### src/rtl/cix.sv
// cix: registered population count / leading-zero / trailing-zero unit.
// Ports: clk, rst_n (async low), op, in, in_valid -> out, flag, out_valid.
`ifndef CIX_OPS
`define CIX_OPS
`define CIX_PCNT 2'd0
`define CIX_CLZ  2'd1
`define CIX_CTZ  2'd2
`endif

module cix #(
   parameter int ORDER = 3,
   localparam int W = 2**ORDER
) (
   input  logic             clk,
   input  logic             rst_n,
   input  logic [1:0]       op,
   input  logic [W-1:0]     in,
   input  logic             in_valid,
   output logic [ORDER:0]   out,
   output logic             flag,
   output logic             out_valid
);

   // Pairwise adder tree, one level per loop pass (log2 W levels).
   function automatic logic [ORDER:0] f_pcnt(input logic [W-1:0] v);
      logic [ORDER:0] a [W];
      for (int i = 0; i < W; i++)
         a[i] = {{ORDER{1'b0}}, v[i]};
      for (int l = 0; l < ORDER; l++)
         for (int i = 0; i < (W >> (l + 1)); i++)
            a[i] = a[2*i] + a[2*i+1];
      return a[0];
   endfunction

   // Leading-zero merge: each node carries an all-zero flag and a count.
   // If the upper half is all zero, the count is half size plus the lower
   // half's count; otherwise it is the upper half's count.
   // Returns {all_zero, count}.
   function automatic logic [ORDER+1:0] f_clz(input logic [W-1:0] v);
      logic [ORDER:0] c [W];
      logic           z [W];
      logic [ORDER:0] s;
      for (int i = 0; i < W; i++) begin
         z[i] = ~v[i];
         c[i] = {{ORDER{1'b0}}, ~v[i]};
      end
      for (int l = 0; l < ORDER; l++) begin
         s = (ORDER+1)'(1) << l;
         for (int i = 0; i < (W >> (l + 1)); i++) begin
            c[i] = z[2*i+1] ? s + c[2*i] : c[2*i+1];
            z[i] = z[2*i+1] & z[2*i];
         end
      end
      return {z[0], c[0]};
   endfunction

   logic [W-1:0]   rev;
   logic [ORDER:0] pcnt_res;
   logic [ORDER+1:0] clz_res;
   logic [ORDER+1:0] ctz_res;
   logic [ORDER:0] out_d;
   logic           flag_d;

   always_comb begin
      rev = '0;
      for (int i = 0; i < W; i++)
         rev[i] = in[W-1-i];
      pcnt_res = f_pcnt(in);
      clz_res  = f_clz(in);
      // Trailing zeros are leading zeros of the mirrored operand.
      ctz_res  = f_clz(rev);
      out_d  = '0;
      flag_d = 1'b0;
      case (op)
         `CIX_PCNT: begin
            out_d  = pcnt_res;
            flag_d = &in;
         end
         `CIX_CLZ: begin
            out_d  = clz_res[ORDER:0];
            flag_d = clz_res[ORDER+1];
         end
         `CIX_CTZ: begin
            out_d  = ctz_res[ORDER:0];
            flag_d = ctz_res[ORDER+1];
         end
         default: begin
            out_d  = '0;
            flag_d = 1'b0;
         end
      endcase
   end

   // Results hold while idle; only the qualifier drops.
   always_ff @(posedge clk or negedge rst_n) begin
      if (!rst_n) begin
         out       <= '0;
         flag      <= 1'b0;
         out_valid <= 1'b0;
      end else begin
         out_valid <= in_valid;
         if (in_valid) begin
            out  <= out_d;
            flag <= flag_d;
         end
      end
   end

endmodule

### config.mk
export PLATFORM = sky130hd
export DESIGN_NAME = cix
export DESIGN_NICKNAME = d
export VERILOG_FILES = /design/src/rtl/cix.sv
export SDC_FILE = /design/constraint.sdc
export NUM_CORES = 1
export LEC_CHECK = 0
export BUFFER_PORTS_ARGS = -buffer_cell sky130_fd_sc_hd__buf_4
export CAP_MARGIN = 20
export CORE_UTILIZATION = 54
export CTS_BUF_LIST = sky130_fd_sc_hd__clkbuf_16
export CTS_CLUSTER_SIZE = 14
export DETAILED_ROUTE_END_ITERATION = 16
export PLACE_DENSITY_LB_ADDON = 0.3
export SLEW_MARGIN = 20
export SYNTH_ARGS = -nofsm -noshare
export SYNTH_HDL_FRONTEND = slang
export SYNTH_SLANG_ARGS = --single-unit
### constraint.sdc
create_clock -name clk -period 1.3 [get_ports clk]
set_input_delay 0.13 -clock clk [delete_from_list [all_inputs] [get_ports clk]]
set_output_delay 0.13 -clock clk [all_outputs]
set_load 0.005 [all_outputs]
Word-level counts from Yosys, hierarchy flattened
Cells that the tools add are included.
- eq/ne operators: 2
- mux-type cells: 16
- $add $sub $neg: 21
- reductions and logical operators: 3
- bitwise operators: 15
- operators with widths (cell ; count):
    adder 1 x 1 -> 2 bit (first input constant) ; 8
    two-way mux 2 bit ; 8
    adder 2 x 2 -> 3 bit (first input constant) ; 4
    two-way mux 3 bit ; 4
    one-hot mux 4 bit (3 select lines) ; 1
    adder 1 x 1 -> 2 bit ; 4
    adder 3 x 3 -> 4 bit (first input constant) ; 2
    two-way mux 4 bit ; 2
    inverter 1 bit ; 8
    AND reduction 8 bit ; 1
    AND 1 bit ; 7
    adder 2 x 2 -> 3 bit ; 2
    adder 3 x 3 -> 4 bit ; 1
    == test 2 x 1 -> 1 bit (second input constant) ; 1
    == test 2 bit (second input constant) ; 1
    zero test 2 bit ; 1
    one-hot mux 1 bit (2 select lines) ; 1
    OR reduction 2 bit ; 1
- word-level logic and storage cells: 60
- bits in registers: 6
- input port bits: 13

Longest topological paths before layout
Gate-level depths: netlist (run 1).
- depth after elaboration: 8
- depth in mapped cells: 11
- mapped depth without buffers: 11

Worst setup path after synthesis (run 1)
OpenSTA, ideal clock, no wires.
- path type: input port to flip-flop
- from: in in[0]
- to: reg out[2]
- slack: -1.443 ns
- stages: 11
- arrival time: 2.614 ns
- required time: 1.170 ns
- cell sequence: inv_1 fa_1 fa_1 fa_1 inv_1 ha_1 inv_1 fa_1 xnor2_1 a211oi_1 o22ai_1
- word-level cells in the longest chain between the ends: 8
- elaborated cells on any way between the ends: 15
- those cells by class: add/sub: 6; mux: 6; bitwise: 3
- ends and longest elaborated chain (what ; line ; text):
    start, declared ; 17 ; input logic [W-1:0] in,
    inverter 1 bit ; 44, 45 ;
    adder 1 x 1 -> 2 bit ; 50 ; c[i] = z[2*i+1] ? s + c[2*i] : c[2*i+1];
    two-way mux 2 bit ; 50 ;
    adder 2 x 2 -> 3 bit ; 50 ;
    two-way mux 3 bit ; 50 ;
    adder 3 x 3 -> 4 bit ; 50 ;
    two-way mux 4 bit ; 50 ;
    one-hot mux 4 bit (3 select lines) * ; 74 ; case (op)
    end signal, assigned ; 103 ; out <= out_d;
    end, declared ; 19 ; output logic [ORDER:0] out,
Every way passes the cells marked *; elsewhere a longest branch is shown, timed or not.
A chain may end at the register's enable or synchronous reset.

Worst setup path in the final report (run 1)
- from: in in[3]
- to: reg out[1]
- word-level cells in the longest chain between the ends: 7
- elaborated cells on any way between the ends: 16
- those cells by class: add/sub: 6; mux: 7; bitwise: 3
- ends and longest elaborated chain (what ; line):
    branches (longest 6 deep; another with adder 3 x 3 -> 4 bit) ; -
    one-hot mux 4 bit (3 select lines) * ; 74
Mark *: on every way between the ends.

==> results.py, run 1 <==
metrics = {
    "die": {
        "die_h_um": 38.1,
        "die_area_mm2": 0.00145,
        "core-area_mm2": 0.00116,
        "start_util_pct": 60.7,
        "ios": 19,
        "die_x_um": 38.1,
        "core.rowCount": 12,
    },
    "place": {
        "dp_slack_ns": -1.62,
        "dpl_cell_area_um2": 990,
        "dp_hpwl_um": 1600,
        "place_congestion": 0.900,
        "port_buffers": 18,
    },
    "yosys": {
        "async_flop_share_pct": 100,
        "yosysTopAreaCellShare_pct": 21.4,
        "synthTopCellsByCount": "inv_1 (18), ha_1 (11), nor2_1 (8)",
        "synth_ff_type": "dfrtp_1",
        "synth_most_common_cell": "inv_1",
        "syn_avg_cell_area_um2": 8.46,
        "synthTopCellsByArea": "dfrtp_1 (21%), ha_1 (20%), fa_1 (11%)",
        "synth_edf_count": 0,
        "yosys.area.top_type": "dfrtp_1",
        "ys_warn_count": 0,
        "syn_nets": 111,
        "ys_types": 26,
        "ys_seq_area_share_pct": 21.4,
        "synth_area_um2": 702,
        "ys_ff_latch": 6,
        "synth_cells": 83,
    },
    "clocking": {
        "htreeDepth": 1,
        "clock_latency_ns": 0.24,
        "cts_sinks": 6,
        "clockRootBuffer": "clkbuf_16",
        "numCtsBuffers": 3,
        "cts_tree": "built",
        "cts_buffer_depth": 2,
        "path_clk_slew_ns": 0.04,
    },
    "routing": {
        "vias_per_cell": 6.82,
        "drt_pass1_iterations": 5,
        "drtIter0Drc": 105,
        "drt_wl_total_um": 3040,
        "route.vias.total": 921,
        "drcViolationCount": 0,
        "ant_nets": 0,
        "post_drt_wl_per_cell_um": 22.5,
    },
    "worst_setup_path": {
        "rr_worst_depth": 2,
        "path_common_cell": "fa_1",
        "path_buf_inv": 4,
        "critPathTopFamily": "adder cells",
        "r2r_slack_ns": 0.56,
        "path_cells": "buf_8, inv_8, fa_1, fa_1, fa_1, inv_2, ha_4, inv_2, fa_2, nor2_2, nand2_1, a41oi_2",
        "reg2reg_from": "out[1]$_DFFE_PN0P_",
        "cp_data_arrival_time_ns": 2.93,
        "required_ns": 1.45,
        "critPathMaxFanout": 2,
        "slowest_delay_ns": 0.60,
        "reg2reg_to": "out[1]$_DFFE_PN0P_",
        "end_kind": "register",
        "worst_path_max_delay_cell": "fa_1",
        "start_kind": "primary input",
        "crit_type": "in2reg",
    },
    "cells_and_area": {
        "fin_util_pct": 96.1,
        "antennaDiodeCount": 0,
        "syn_to_final_growth_pct": 58.3,
        "final_cell_area_mm2": 0.00111,
        "drive_above_1_share_pct": 41.3,
        "nets": 151,
    },
    "timing": {
        "fin_crit_sh_pct": 214,
        "hold_viol_final": 0,
        "setup_slack_ns": -1.49,
        "setup_viol": 4,
        "slew_violations": 0,
        "fmax_mhz": 359,
        "worst_pin_slew_ns": 0.420,
        "fin_skew_ns": 0,
        "fin_crit_ns": 2.79,
        "grt_setup_unrepaired": "yes",
        "tns_ns": -5.25,
        "max_slew_margin_pct": 71.8,
    },
    "pwr": {
        "power.total_mw": 1.19,
        "irDropWorstVdd_mv": 0.964,
        "switching_share_pct": 31.4,
        "combinationalPowerShare_pct": 38.4,
        "power_density_mw_per_mm2": 1070,
        "pwr-share-clk_pct": 43.8,
        "p_leak_nw": 0.548,
        "seqPwrFrac_pct": 17.8,
        "p_int_uw": 816,
        "power.switching_uw": 374,
    },
    "grt": {
        "grt_usage_pct": 52.6,
        "grt_pass1_vias": 989,
        "grt_max_degree": 10,
        "antenna_found_initial": 0,
        "overflow": 0,
        "grt_first_pass_wirelength_um": 4820,
    },
    "min_path": {
        "holdCritStartpoint": "in_valid",
        "hold_path_end": "out_valid$_DFF_PN0_",
        "hold_depth": 1,
        "hold_path.class": "in2reg",
    },
    "status": {
        "status": "complete, but fails checks",
        "violations": "negative setup slack",
    },
    "run": {
        "drv_cap": 0,
    },
}
[layout by cell type, fill, tap and decap left out, types with 3 or more instances in the layout]
| master | count |
|---|---|
| buf_4 | 33 |
| o21ai_0 | 3 |
| nand2_1 | 6 |
| clkbuf_16 | 3 |
| nor2_1 | 7 |
| fa_1 | 3 |
| inv_1 | 13 |
| dfrtp_1 | 6 |
| ha_1 | 10 |
[state kept, by name, summed over array words and instances, names as in the netlist]
register   flops
out            4
out_valid      1
flag           1
[power by group through the flow]
| stage | Clock (mW) | Sequential [mW] | Combinational [mW] |
|---|---|---|---|
| 2_1_floorplan | 0 | 0.213 | 0.193 |
| 3_5_place_dp | 0 | 0.212 | 0.368 |
| 6_report | 0.522 | 0.211 | 0.457 |
| 3_3_place_gp | 0 | 0.211 | 0.347 |
| 4_1_cts | 0.521 | 0.210 | 0.404 |
| 5_1_grt | 0.531 | 0.212 | 0.486 |
[area by class of cell]
class | count | area (um^2)
timing repair buffer | 35 | 273
clock buffer | 3 | 75.1
fill | 27 | 45.0
multi-input combinational | 59 | 515
tap | 14 | 17.5
inverter | 18 | 80.1
sequential | 6 | 150
[per-layer routing]
layer  vias to the layer above  global-route usage [%]  wire length, um
li1                        360                       -                -
met2                       119                    77.1             1390
met5                         -                    20.0                0
met4                         0                    46.4              230
met3                        36                    25.0              392
met1                       406                    53.7             1020
[worst max-delay path by stage]
stage	slack, ns	from	cells past startpoint	endpoint
3_5_place_dp	-1.62	in[3]	12	out[2]$_DFFE_PN0P_
6_report	-1.49	in[3]	12	out[1]$_DFFE_PN0P_
4_1_cts	-1.42	in[1]	12	out[2]$_DFFE_PN0P_
2_1_floorplan	-1.33	in[3]	11	out[2]$_DFFE_PN0P_
3_3_place_gp	-1.54	in[3]	12	out[2]$_DFFE_PN0P_
5_1_grt	-1.56	in[3]	12	out[1]$_DFFE_PN0P_
[what timing repair did]
item | in CTS | in global routing
pin swaps | 4 | 0
setup endpoints to repair | 4 | 5
hold buffers | 1 | 0
endpoints found under the hold margin | 6 | 0
gates resized for setup | 5 | 3
buffers inserted | 1 | 0
[cell families after synthesis]
family,share of synthesized area [%]
simple gates,19.6
fa+ha+maj,31.0
xor+xnor,1.25
flops,21.4
buf+inv,9.62
compound gates,17.1
[through the flow]
step | instances | hold slack (ns)
after floorplan | 83 | -0.166
after global placement | 130 | -0.0611
after detailed placement | 130 | -0.0583
after CTS | 135 | 0.0864
after global routing | 135 | 0.101
final | 135 | 0.101
(Power assumes the default switching activity.)
==> inputs of run 2 (changes only) <==
ABC_AREA = 1   (was not set)
CORE_UTILIZATION = 55   (was 54)
==> results.py, run 2 <==
metrics = {
    "yosys": {
        "yosys.area.top_type": "dfrtp_1",
        "async_flop_share_pct": 100,
        "ys_ff_latch": 6,
        "synthTopCellsByArea": "dfrtp_1 (20%), ha_1 (18%), nand2_1 (17%)",
        "synth_top_family_by_area": "simple AND/OR/NAND/NOR gates",
        "synth_mux_area_share_pct": 0,
        "yosysTopAreaCellShare_pct": 20.1,
        "syn_nets": 129,
        "ys_seq_area_share_pct": 20.1,
        "synth_cells": 101,
        "ys_types": 20,
        "synth-simple-area-share_pct": 32.3,
        "synthTopCellsByCount": "nand2_1 (34), inv_1 (17), ha_1 (11)",
        "syn_avg_cell_area_um2": 7.40,
        "ys_warn_count": 0,
        "synth_most_common_cell": "nand2_1",
        "synthAdderAreaFrac_pct": 29.1,
        "synth_xor_area_share_pct": 1.17,
        "synth_ff_type": "dfrtp_1",
        "synth_compound_area_share_pct": 7.20,
        "synth_area_um2": 747,
        "synth_edf_count": 0,
    },
    "status": {
        "first-error": "[ERROR DPL-0033] detailed placement checks failed during check placement.",
        "haltStage": "5_1_grt",
        "status": "did not finish",
    },
    "place": {
        "dp_hpwl_um": 1660,
        "port_buffers": 18,
        "place_congestion": 0.861,
    },
    "clocking": {
        "clockRootBuffer": "clkbuf_16",
        "cts_buffer_depth": 2,
        "cts_sinks": 6,
        "numCtsBuffers": 3,
        "htreeDepth": 1,
    },
    "grt": {
        "antenna_found_initial": 0,
        "grt_max_degree": 7,
    },
    "die": {
        "die_h_um": 38.9,
        "start_util_pct": 63.0,
        "ios": 19,
        "die_x_um": 38.9,
        "core.rowCount": 12,
    },
    "timing": {
        "worstEpCategory": "sequential cell input",
        "crit_endpoint": "out[1]$_DFFE_PN0P_/D",
    },
}
==> run 2: cells by family after synthesis <==
kind of cell / after synthesis
and+or+nand+nor: 51
buffers and inverters: 20
adders and majority gates: 15
AOI/OAI and AO/OA: 8
DFF: 6
xor gates and xnor gates: 1
==> run 2: per-stage QoR <==
step	cell area [um^2]	util (%)	std cells	setup TNS, ns	setup slack [ns]
after global placement	1010	85.5	145	-5.14	-1.49
after detailed placement	1010	85.5	145	-5.41	-1.57
after floorplan	772	-	101	-4.33	-1.28
after CTS	1140	95.8	150	-4.31	-1.32
==> run 2: timing repair <==
action	4_1_cts
gates resized for setup	6
setup endpoints to repair	4
hold buffers	1
pin swaps	2
hold endpoints to repair	6
gates cloned	0
setup buffers	1
==> inputs of run 3 (changes only) <==
CORE_AREA = 2 2 63 65   (was not set)
CORE_UTILIZATION = not set   (was 55)
CTS_BUF_LIST = not set   (was sky130_fd_sc_hd__clkbuf_16)
CTS_CLUSTER_SIZE = not set   (was 14)
DIE_AREA = 0 0 65 67   (was not set)
PLACE_DENSITY_LB_ADDON = 0.15   (was 0.3)
==> results.py, run 3 <==
metrics = {
    "yosys": {
        "syn_nets": 129,
        "synthTopCellsByCount": "nand2_1 (34), inv_1 (17), ha_1 (11)",
        "ys_types": 20,
        "synth_edf_count": 0,
        "ys_seq_area_share_pct": 20.1,
        "yosysTopAreaCellShare_pct": 20.1,
        "ys_warn_count": 0,
        "async_flop_share_pct": 100,
        "synth_cells": 101,
        "synth_most_common_cell": "nand2_1",
        "syn_avg_cell_area_um2": 7.40,
        "ys_ff_latch": 6,
        "synth_area_um2": 747,
        "synth_ff_type": "dfrtp_1",
        "synthTopCellsByArea": "dfrtp_1 (20%), ha_1 (18%), nand2_1 (17%)",
        "yosys.area.top_type": "dfrtp_1",
    },
    "timing": {
        "hold_viol_final": 0,
        "setup_slack_ns": -1.30,
        "setup_viol": 4,
        "fmax_mhz": 384,
        "max_slew_margin_pct": 82.9,
        "worst_pin_slew_ns": 0.254,
        "fin_skew_ns": 0,
        "fin_crit_ns": 2.60,
        "grt_setup_unrepaired": "yes",
        "hold_slack_ns": 0.0252,
        "fin_crit_sh_pct": 200,
        "slew_violations": 0,
    },
    "grt": {
        "grt_max_degree": 7,
        "antenna_found_initial": 0,
        "grt_first_pass_wirelength_um": 3380,
        "grt_pass1_vias": 767,
        "overflow": 0,
        "grt_usage_pct": 10.2,
    },
    "routing": {
        "post_drt_wl_per_cell_um": 10.2,
        "wl_met3_um": 48,
        "wl_met1_um": 850,
        "drcViolationCount": 0,
        "drtIter0Drc": 27,
        "highest_layer": "met3",
        "vias_per_cell": 3.88,
        "route.met2.wl_um": 969,
        "route.vias.total": 713,
        "drt_wl_total_um": 1870,
        "ant_nets": 0,
        "drt_pass1_iterations": 4,
    },
    "worst_setup_path": {
        "reg2reg_to": "out[1]$_DFFE_PN0P_",
        "slowest_delay_ns": 0.54,
        "critPathTopFamily": "adder cells",
        "r2r_slack_ns": 0.70,
        "reg2reg_from": "out[1]$_DFFE_PN0P_",
        "path_buf_inv": 5,
        "cp_data_arrival_time_ns": 2.72,
        "path_cells": "buf_12, inv_12, fa_1, fa_1, fa_1, inv_2, ha_4, inv_2, fa_2, inv_2, nand2_2, nand3_2, nand2_2, nand2_1",
        "worst_path_max_delay_cell": "fa_1",
        "rr_worst_depth": 2,
        "end_kind": "register",
        "required_ns": 1.41,
        "critPathMaxFanout": 2,
        "start_kind": "primary input",
        "crit_type": "in2reg",
    },
    "cells_and_area": {
        "syn_to_final_growth_pct": 54.8,
        "nets": 166,
        "mostFrequentLayoutCell": "nand2_1",
        "antennaDiodeCount": 0,
        "largest_reg_flops": 4,
        "most-common-layout-cells": "nand2_1 (32), buf_4 (30), inv_1 (11)",
        "drive_above_1_share_pct": 44.1,
        "reg_top3": "out x4, flag x1, out_valid x1",
        "layout.cells.non_filler": 184,
        "max_flop_register": "out",
    },
    "clocking": {
        "cts_buffer_depth": 2,
        "path_clk_slew_ns": 0.04,
        "htreeDepth": 1,
        "clockRootBuffer": "clkbuf_8",
        "numCtsBuffers": 3,
        "cts_tree": "built",
        "cts_sinks": 6,
        "clock_latency_ns": 0.22,
    },
    "pwr": {
        "p_leak_nw": 0.628,
        "irDropWorstVdd_mv": 0.263,
        "power_density_mw_per_mm2": 772,
    },
    "min_path": {
        "hold_path.class": "in2reg",
        "hold_depth": 1,
        "hold_path_end": "out_valid$_DFF_PN0_",
        "holdCritStartpoint": "in_valid",
    },
    "die": {
        "core.rowCount": 22,
        "die_area_mm2": 0.00436,
        "ios": 19,
        "core-area_mm2": 0.00361,
        "die_x_um": 65,
        "start_util_pct": 20.7,
        "die_h_um": 67,
    },
    "place": {
        "port_buffers": 18,
        "dp_slack_ns": -1.57,
        "place_congestion": 0.746,
        "dp_hpwl_um": 1690,
        "dp.cells": 179,
    },
    "status": {
        "violations": "negative setup slack",
        "status": "complete, but fails checks",
    },
    "run": {
        "drv_cap": 0,
    },
}
## run 3: cell counts after synthesis
Identical to the previous run, type by type.
## run 3: repair_timing
action / in CTS / in global routing
pin swaps: 0 / 1
resized for setup: 5 / 7
hold endpoints to repair: 6 / 0
setup endpoints to repair: 4 / 4
hold buffers: 1 / 0
buffers inserted: 0 / 1
## run 3: layout make-up
cell class / count / area (um^2)
Sequential cell: 6 / 150
Multi-Input combinational cell: 75 / 559
Clock buffer: 3 / 41.3
Inverter: 20 / 90.1
Timing Repair Buffer: 32 / 255
Tap cell: 48 / 60.1
Fill cell: 393 / 2450
## run 3: power breakdown
group / internal, mW / switching, mW / leakage [nW]
combinational: 0.201 / 0.202 / 0.527
clock: 0.199 / 0.0790 / 0.0216
sequential: 0.204 / 0.00776 / 0.0796
## run 3: kinds of logic after synthesis
logic type | share of synthesized area, %
xor+xnor | 1.17
buf+inv | 10.0
fa+ha+maj | 29.1
flops | 20.1
simple gates | 32.3
compound gates | 7.20
## run 3: worst max path at each step
| stage | end | slack, ns | depth (start not counted) | start |
|---|---|---|---|---|
| detailed placement | out[1]$_DFFE_PN0P_ | -1.57 | 14 | in[0] |
| global placement | out[2]$_DFFE_PN0P_ | -1.52 | 14 | in[0] |
| finish | out[1]$_DFFE_PN0P_ | -1.30 | 14 | in[0] |
| global route | out[1]$_DFFE_PN0P_ | -1.42 | 14 | in[0] |
| CTS | out[1]$_DFFE_PN0P_ | -1.30 | 14 | in[0] |
| floorplan | out[2]$_DFFE_PN0P_ | -1.28 | 13 | in[0] |
## run 3: routing by layer
layer	track usage (%)	up-vias
met1	12.6	324
li1	-	381
met4	0.798	0
met5	0	-
met2	18.4	8
met3	2.53	0
## run 3: stage by stage
step | utilization [%] | power (mW) | TNS [ns] | cell area, um^2
floorplan | - | 0.421 | -4.33 | 772
global placement | 29.3 | 0.573 | -5.29 | 1060
detailed placement | 29.3 | 0.583 | -5.47 | 1060
CTS | 31.2 | 0.876 | -4.37 | 1120
global route | 32.1 | 0.975 | -4.81 | 1160
finish | 32.1 | 0.892 | -4.26 | 1160
==> inputs of run 4 (changes only) <==
REMOVE_ABC_BUFFERS = 1   (was not set)
==> results.py, run 4 (synthesis results as in run 3) <==
metrics = {
    "status": {
        "status": "complete, but fails checks",
        "violations": "negative setup slack",
    },
    "clocking": {
        "path_clk_slew_ns": 0.03,
        "numCtsBuffers": 3,
        "clockRootBuffer": "clkbuf_8",
        "cts_sinks": 6,
        "clock_latency_ns": 0.22,
        "htreeDepth": 1,
        "cts_tree": "built",
        "cts_buffer_depth": 2,
    },
    "worst_setup_path": {
        "path_cells": "buf_8, inv_4, fa_1, fa_1, fa_1, inv_2, ha_4, inv_2, fa_2, inv_2, nand2_1, nand3_1, nand2_1, nand2_1",
        "rr_worst_depth": 2,
        "slowest_delay_ns": 0.54,
        "required_ns": 1.41,
        "start_kind": "primary input",
        "critPathMaxFanout": 2,
        "cp_data_arrival_time_ns": 2.68,
        "crit_type": "in2reg",
        "worst_path_max_delay_cell": "fa_1",
        "end_kind": "register",
    },
    "timing": {
        "hold_viol_final": 0,
        "fin_crit_sh_pct": 197,
        "slew_violations": 0,
        "fin_skew_ns": 0,
        "tns_ns": -4.24,
        "fmax_mhz": 390,
        "max_slew_margin_pct": 82.9,
        "fin_crit_ns": 2.56,
        "setup_slack_ns": -1.26,
        "hold_slack_ns": 0.0272,
        "grt_setup_unrepaired": "yes",
        "worst_pin_slew_ns": 0.257,
        "setup_viol": 4,
    },
    "grt": {
        "grt_usage_pct": 9.74,
        "grt_first_pass_wirelength_um": 3230,
        "overflow": 0,
        "grt_pass1_vias": 767,
        "antenna_found_initial": 0,
        "grt_max_degree": 7,
    },
    "min_path": {
        "hold_depth": 1,
        "hold_path.class": "in2reg",
    },
    "cells_and_area": {
        "final_cell_area_mm2": 0.00114,
        "max_flop_register": "out",
        "fill_cells": 396,
        "layout.cells.non_filler": 185,
        "drive_above_1_share_pct": 43.1,
        "antennaDiodeCount": 0,
        "syn_to_final_growth_pct": 53.3,
        "mostFrequentLayoutCell": "nand2_1",
        "largest_reg_flops": 4,
        "most-common-layout-cells": "nand2_1 (33), buf_4 (29), inv_1 (11)",
        "nets": 167,
        "fin_util_pct": 31.7,
        "reg_top3": "out x4, flag x1, out_valid x1",
    },
    "place": {
        "place_congestion": 0.741,
        "dp_hpwl_um": 1550,
        "port_buffers": 18,
        "dp.cells": 179,
        "dpl_cell_area_mm2": 0.00103,
    },
    "die": {
        "ios": 19,
        "die_x_um": 65,
        "core.rowCount": 22,
        "die_area_mm2": 0.00436,
        "core-area_mm2": 0.00361,
        "die_h_um": 67,
        "start_util_pct": 20.7,
    },
    "routing": {
        "ant_nets": 0,
        "vias_per_cell": 4.03,
        "drtIter0Drc": 30,
        "route.vias.total": 745,
        "post_drt_wl_per_cell_um": 9.76,
        "drcViolationCount": 0,
        "drt_wl_total_um": 1810,
        "drt_pass1_iterations": 4,
    },
    "pwr": {
        "p_leak_nw": 0.619,
        "power_density_mw_per_mm2": 782,
        "irDropWorstVdd_mv": 0.322,
    },
    "run": {
        "drv_cap": 0,
    },
}
-- run 4: repair_timing --
item                                    4_1_cts  5_1_grt
gates resized for setup                      17        1
endpoints found under the hold margin         6        0
buffers inserted                              2        0
pin swaps                                     7        3
hold buffers                                  1        0
endpoints found under the setup margin        4        4
-- run 4: metrics by stage --
| step | power (mW) | setup WS (ns) |
|---|---|---|
| CTS | 0.893 | -1.26 |
| finish | 0.895 | -1.26 |
| floorplan | 0.401 | -1.34 |
| global route | 0.974 | -1.34 |
| detailed placement | 0.543 | -1.53 |
| global placement | 0.546 | -1.54 |
-- run 4: worst max-delay path, delay by kind of cell --
family / cells / cell delay (ns)
simple gates: 4 / 0.22
fa+ha+maj: 5 / 2.06
buf+inv: 5 / 0.25
-- run 4: area by class of cell --
| cell class | count | area, um^2 | share of cell area, % |
|---|---|---|---|
| multi-input combinational | 75 | 548 | 47.9 |
| timing repair buffer | 33 | 265 | 23.2 |
| sequential | 6 | 150 | 13.1 |
| inverter | 20 | 80.1 | 6.99 |
| tap | 48 | 60.1 | 5.25 |
| clock buffer | 3 | 41.3 | 3.61 |
-- run 4: power by group --
group | switching (mW) | leakage [nW] | total, mW | internal [mW]
clock | 0.0739 | 0.0216 | 0.272 | 0.198
sequential | 0.00780 | 0.0796 | 0.211 | 0.204
combinational | 0.200 | 0.518 | 0.412 | 0.212
-- run 4: final timing paths --
path                                         start                   to  slack (ns)
worst max register to register    flag$_DFFE_PN0P_     flag$_DFFE_PN0P_        0.70
min in group asynchronous                    rst_n   out[1]$_DFFE_PN0P_        0.25
worst max-delay path                         in[0]   out[1]$_DFFE_PN0P_       -1.26
worst min-delay path                      in_valid  out_valid$_DFF_PN0_        0.03
max in group asynchronous                    rst_n   out[2]$_DFFE_PN0P_        0.93
worst min register to register  out[3]$_DFFE_PN0P_   out[3]$_DFFE_PN0P_        0.48
-- run 4: layer usage --
layer | share of wire [%] | routed length, um | track usage, %
met4 | 0 | 0 | 0.798
met2 | 48 | 872 | 17.0
met3 | 5.4 | 97 | 3.38
met1 | 46 | 836 | 12.0
met5 | 0 | 0 | 0
